[src/rtl/noc_buffer_pkg.sv]
// ============================================================================
// noc_buffer_pkg: shared defaults and width helper for the router input buffer.
// Revision: 1.0
// ============================================================================
`default_nettype none

package noc_buffer_pkg;

    localparam int VC_DEPTH_DEFAULT = 8;
    localparam int NUM_VC_DEFAULT   = 4;

    function automatic int clog2_int(input int value);
        int result;
        int rem;
        result = 0;
        rem    = value - 1;
        while (rem > 0) begin
            result = result + 1;
            rem    = rem >> 1;
        end
        return result;
    endfunction

endpackage

`default_nettype wire

[src/rtl/vc_fifo_slice.sv]
// ============================================================================
// vc_fifo_slice: one virtual-channel FIFO with pointers, count, flags, accept logic.
// Revision: 1.0
// ============================================================================
`default_nettype none

module vc_fifo_slice
    import noc_buffer_pkg::*;
#(
    parameter int DATA_WIDTH  = 32,
    parameter int DEPTH       = VC_DEPTH_DEFAULT,
    parameter int AFULL_LEVEL = DEPTH - 1,
    parameter int CNT_W       = clog2_int(DEPTH + 1)
)(
    input  logic                  clk,
    input  logic                  rst_n,
    input  logic                  wr_req,
    input  logic [DATA_WIDTH-1:0] wr_data,
    input  logic                  rd_req,
    output logic [DATA_WIDTH-1:0] head,
    output logic                  empty,
    output logic                  full,
    output logic                  almost_full,
    output logic [CNT_W-1:0]      count,
    output logic                  pop,
    output logic                  drop
);

    localparam int PTR_W = clog2_int(DEPTH);

    logic [DATA_WIDTH-1:0] mem [DEPTH];
    logic [PTR_W-1:0]      wptr;
    logic [PTR_W-1:0]      rptr;
    logic [CNT_W-1:0]      cnt;
    logic                  push;

    assign empty       = (cnt == '0);
    assign full        = (cnt == CNT_W'(DEPTH));
    assign almost_full = (cnt >= CNT_W'(AFULL_LEVEL));
    assign count       = cnt;

    // A full slice still takes a write when the same edge frees a slot.
    assign pop  = rd_req && !empty;
    assign push = wr_req && (!full || pop);
    assign drop = wr_req && full && !pop;

    assign head = mem[rptr];

    always_ff @(posedge clk) begin
        if (push) begin
            mem[wptr] <= wr_data;
        end
    end

    always_ff @(posedge clk or negedge rst_n) begin
        if (!rst_n) begin
            wptr <= '0;
            rptr <= '0;
            cnt  <= '0;
        end else begin
            if (push) begin
                wptr <= wptr + PTR_W'(1);
            end
            if (pop) begin
                rptr <= rptr + PTR_W'(1);
            end
            case ({push, pop})
                2'b10:   cnt <= cnt + CNT_W'(1);
                2'b01:   cnt <= cnt - CNT_W'(1);
                default: cnt <= cnt;
            endcase
        end
    end

endmodule

`default_nettype wire

[src/rtl/vc_input_buffer.sv]
// ============================================================================
// vc_input_buffer: NUM_VC virtual-channel FIFOs behind one write and one read port.
// Revision: 1.0
// ============================================================================
`default_nettype none

module vc_input_buffer
    import noc_buffer_pkg::*;
#(
    parameter int DATA_WIDTH  = 32,
    parameter int NUM_VC      = NUM_VC_DEFAULT,
    parameter int DEPTH       = VC_DEPTH_DEFAULT,
    parameter int AFULL_LEVEL = DEPTH - 1,
    parameter int VC_W        = clog2_int(NUM_VC),
    parameter int CNT_W       = clog2_int(DEPTH + 1)
)(
    input  logic                    clk,
    input  logic                    rst_n,
    input  logic                    wr_en,
    input  logic [VC_W-1:0]         wr_vc,
    input  logic [DATA_WIDTH-1:0]   wr_data,
    input  logic                    rd_en,
    input  logic [VC_W-1:0]         rd_vc,
    output logic [DATA_WIDTH-1:0]   rd_data,
    output logic                    rd_valid,
    output logic [NUM_VC-1:0]       empty,
    output logic [NUM_VC-1:0]       full,
    output logic [NUM_VC-1:0]       almost_full,
    output logic [NUM_VC*CNT_W-1:0] count,
    output logic [NUM_VC-1:0]       credit_out,
    output logic                    overflow_err,
    output logic                    underflow_err
);

    logic [NUM_VC-1:0]     wr_sel;
    logic [NUM_VC-1:0]     rd_sel;
    logic [NUM_VC-1:0]     pop;
    logic [NUM_VC-1:0]     drop;
    logic [DATA_WIDTH-1:0] head [NUM_VC];
    logic                  underflow_hit;

    // Indices beyond NUM_VC-1 match no slice, so they are silently ignored.
    generate
        for (genvar v = 0; v < NUM_VC; v++) begin : g_vc
            assign wr_sel[v] = wr_en && (wr_vc == VC_W'(v));
            assign rd_sel[v] = rd_en && (rd_vc == VC_W'(v));

            vc_fifo_slice #(
                .DATA_WIDTH  (DATA_WIDTH),
                .DEPTH       (DEPTH),
                .AFULL_LEVEL (AFULL_LEVEL),
                .CNT_W       (CNT_W)
            ) u_slice (
                .clk         (clk),
                .rst_n       (rst_n),
                .wr_req      (wr_sel[v]),
                .wr_data     (wr_data),
                .rd_req      (rd_sel[v]),
                .head        (head[v]),
                .empty       (empty[v]),
                .full        (full[v]),
                .almost_full (almost_full[v]),
                .count       (count[v*CNT_W +: CNT_W]),
                .pop         (pop[v]),
                .drop        (drop[v])
            );
        end
    endgenerate

    always_comb begin
        rd_data       = '0;
        rd_valid      = 1'b0;
        underflow_hit = 1'b0;
        for (int v = 0; v < NUM_VC; v++) begin
            if (rd_vc == VC_W'(v)) begin
                rd_data       = head[v];
                rd_valid      = !empty[v];
                underflow_hit = rd_en && empty[v];
            end
        end
    end

    always_ff @(posedge clk or negedge rst_n) begin
        if (!rst_n) begin
            credit_out    <= '0;
            overflow_err  <= 1'b0;
            underflow_err <= 1'b0;
        end else begin
            credit_out <= pop;
            if (|drop) begin
                overflow_err <= 1'b1;
            end
            if (underflow_hit) begin
                underflow_err <= 1'b1;
            end
        end
    end

endmodule

`default_nettype wire
[config.mk]
export PLATFORM = sky130hd
export DESIGN_NAME = vc_input_buffer
export DESIGN_NICKNAME = d
export VERILOG_FILES = /design/src/rtl/noc_buffer_pkg.sv /design/src/rtl/vc_fifo_slice.sv /design/src/rtl/vc_input_buffer.sv
export SDC_FILE = /design/constraint.sdc
export NUM_CORES = 1
export LEC_CHECK = 0
export CAP_MARGIN = 20
export CORE_ASPECT_RATIO = 1.25
export CORE_MARGIN = 4
export CORE_UTILIZATION = 40
export DETAILED_ROUTE_END_ITERATION = 8
export GPL_ROUTABILITY_DRIVEN = 0
export GPL_TIMING_DRIVEN = 0
export PLACE_DENSITY_LB_ADDON = 0.1
export SLEW_MARGIN = 10
export SYNTH_ARGS = -nofsm -noshare
export SYNTH_HDL_FRONTEND = slang
export SYNTH_SLANG_ARGS = --single-unit
export TNS_END_PERCENT = 50
[constraint.sdc]
create_clock -name clk -period 6.7 [get_ports clk]
set_input_delay 1.005 -clock clk [delete_from_list [all_inputs] [get_ports clk]]
set_output_delay 1.005 -clock clk [all_outputs]
set_load 0.1 [all_outputs]
==> flow_summary_export.csv, run 1 <==
group,metric,value,unit
cts,cts-hold-fix-buffers,0,
sta,slew_headroom,28.7,%
finish,antenna_cells,0,
pwr,p_leak,16.5,nW
logic_synthesis,synth_area_leader_cell,"edfxtp_1",
global_routing,grt_start_max_net_pins,33,
worst_setup_path,cp_slowest_cell,"clkdlybuf4s50_1",
global_routing,grt_pass1_vias,22400,
sta,finalCriticalPeriod,6120,ps
sta,fin_hold_ws,314,ps
finish,drive_gt1_share,24.6,%
cts,cts-htree-levels,3,
placed_design,dp_hpwl,77800,um
cts,cts_tree,"yes",
cts,cts.repair.resized,0,
sta,finalCritPeriodShare,91.3,%
worst_setup_path,worstPathRequired,5690,ps
logic_synthesis,syn_area_per_cell,20.3,um2
sta,skew,28.5,ps
sta,hold_viol_final,0,
route,first_pass_iters,5,
sta,fmax,0.163,GHz
global_routing,grt_usage,20.3,%
sta,setup_viol,0,
floorplanning,rows,133,
floorplanning,die_h,371,um
cts,cts.sinks,1070,
worst_setup_path,start_kind,"input pin",
floorplanning,die_w,299,um
floorplanning,die_area,111000,um2
logic_synthesis,synth-async-reset-ratio,4.30,%
pwr,p_per_area,421,nW/um2
logic_synthesis,synth-edff-count,1024,
worst_hold_path,hold_path_class,"in -> async",
cts,clkTransAtPathRegs,70,ps
sta,tightest_slew,1070,ps
worst_setup_path,crit_path_end_kind,"output port",
run,maxCapViolations,0,
logic_synthesis,ys_seq_elements,1070,
logic_synthesis,synthDistinctLibCells,57,
finish,final_util,47.9,%
global_routing,grt-ovfl-total,0,
worst_setup_path,slowest_delay,1210,ps
logic_synthesis,yosys.area.top_type_share,72.7,%
global_routing,grt_pass1_wl,161000,um
worst_setup_path,path_class,"in -> out",
route,ant_nets,0,
pwr,ir_worst_vdd,0.000410,V
global_routing,antenna_found_initial,4,
logic_synthesis,synth_fp_nets,2144,
placed_design,portBuffers,106,
logic_synthesis,yosysSeqAreaShare,75.5,%
worst_setup_path,crit_arrival,5110,ps
worst_setup_path,critPathTopFamily,"buffers and inverters",
finish,area.growth.synth_to_final,19.1,%
finish,finalNetCount,2452,
cts,postCtsSetupRepairBufs,0,
logic_synthesis,syn-cell-area,42300,um2
floorplanning,pin_count,107,
floorplanning,fp.coreArea,105000,um2
logic_synthesis,synthFlopType,"edfxtp_1",
worst_setup_path,path_cells,"clkdlybuf4s50_1 > buf_2 > nor2b_1 > clkbuf_1 > a31oi_1 > a22oi_1 > clkdlybuf4s50_1",
logic_synthesis,synth.area.top_cells,"edfxtp_1 (73%), mux4_2 (8.2%), mux2i_1 (3.8%)",
route,wl_per_cell,29.0,um
logic_synthesis,syn_inst,2084,
run_status,status,"finished clean",
route,viasPerCell,5.45,
cts,cts-buffers-inserted,108,
worst_setup_path,path_max_fanout,10,
sta,drv_slew,0,
worst_setup_path,cpMostUsedCell,"clkdlybuf4s50_1",
route,drt-initial-drc-count,1755,
worst_setup_path,cp_num_buf_inv,4,
cts,worstSkewPairLatency,680,ps
logic_synthesis,yosys_warnings,0,
route,vias,21300,
cts,cts_root_buffer,"clkbuf_16",
route,drc,0,
floorplanning,initial_core_util,40.3,%
route,drt-total-wl,113000,um
sta,rsz0062_at_grt,"false",
cts,cts_max_path_buffers,3,
state kept, by name (all words and copies together), names as in the netlist:
signal / count
credit_out: 4
g_vc.u_slice.mem: 1024
g_vc.u_slice.rptr: 12
g_vc.u_slice.wptr: 12
underflow_err: 1
overflow_err: 1
g_vc.u_slice.count: 16
metal layers:
metal | vias to the layer above | share of wire [%] | global-route usage (%)
met2 | 498 | 53 | 37.0
li1 | 9210 | - | -
met1 | 11400 | 40 | 25.7
met5 | - | 0 | 0
met3 | 136 | 4.6 | 2.83
met4 | 0 | 2.1 | 5.14
worst paths after layout:
kind,slack (ps),start,end,cells after the start
min in group clk,470,underflow_err$_DFFE_PN0P_,underflow_err$_DFFE_PN0P_,1
worst min-delay path,310,rst_n,credit_out[3]$_DFF_PN0_,1
worst max register to register,3420,g_vc[0].u_slice.count[1]$_DFFE_PN0P_,g_vc[0].u_slice.mem[1][26]$_DFFE_PP_,9
worst min register to register,470,underflow_err$_DFFE_PN0P_,underflow_err$_DFFE_PN0P_,1
worst max-delay path,580,rd_vc[0],rd_data[21],7
max in group asynchronous,5810,rst_n,g_vc[3].u_slice.rptr[2]$_DFFE_PN0P_,2
report_power, final:
group	internal, W	switching, W
logic	0.00257	0.00455
clock network	0.00358	0.00253
registers	0.00770	0.000248
per-stage QoR:
stage                     power [W]  cells  cell area [um2]  worst slack [ps]  setup TNS [ps]
final                        0.0212   3900            50300               584               0
after floorplan              0.0130   2084            42300              2010               0
after CTS                    0.0214   3888            50200               491               0
after global routing         0.0220   3900            50300               452               0
after detailed placement     0.0153   3687            46600               494               0
after global placement       0.0151   3607            45100             -2190         -430600
final cells by class:
type | instances | area, um2
repair buffers | 198 | 2490
flip-flops and latches | 1070 | 31900
fillers | 8725 | 54700
plain buffers | 119 | 753
multi-input cells | 885 | 9810
clock inverters | 57 | 614
clock buffers | 144 | 2970
well taps | 1417 | 1770
inverters | 10 | 37.5
cell usage in the layout (no fill, tap or decap), drive strengths merged, types with 46 or more instances in the layout:
| cell | instances |
|---|---|
| nor2b | 46 |
| edfxtp | 1024 |
| a22oi | 52 |
| buf | 187 |
| mux2 | 56 |
| dfrtp | 46 |
| mux2i | 160 |
| clkbuf | 176 |
| clkdlybuf4s50 | 98 |
| mux4 | 173 |
cell usage after synthesis, drive strengths merged (18+ instances only):
cell / count
a211oi: 42
a21oi: 31
a221oi: 21
a22oi: 52
a31oi: 21
buf: 88
clkbuf: 31
dfrtp: 46
edfxtp: 1024
ha: 19
mux2: 56
mux2i: 160
mux4: 173
nand2: 35
nand2b: 18
nand3: 29
nor2: 43
nor2b: 46
nor3: 26
o21ai: 23
kinds of logic (layout without fill, tap and decap cells):
family,Yosys count,count (layout),share of synthesized area (%)
DFF,1070,1070,75.5
muxes,389,389,14.7
and+or+nand+nor,223,223,2.82
AOI/OAI and AO/OA,222,222,3.93
buffers and inverters,129,528,1.87
xor gates and xnor gates,31,31,0.642
adders and majority gates,20,20,0.610
(Power assumes the default switching activity.)
==> inputs of run 2 (changes only) <==
Settings changed: TNS_END_PERCENT 50 to 20.
==> results of run 2 <==
The final DEF is identical to that of run 1; final timing and power are the same.
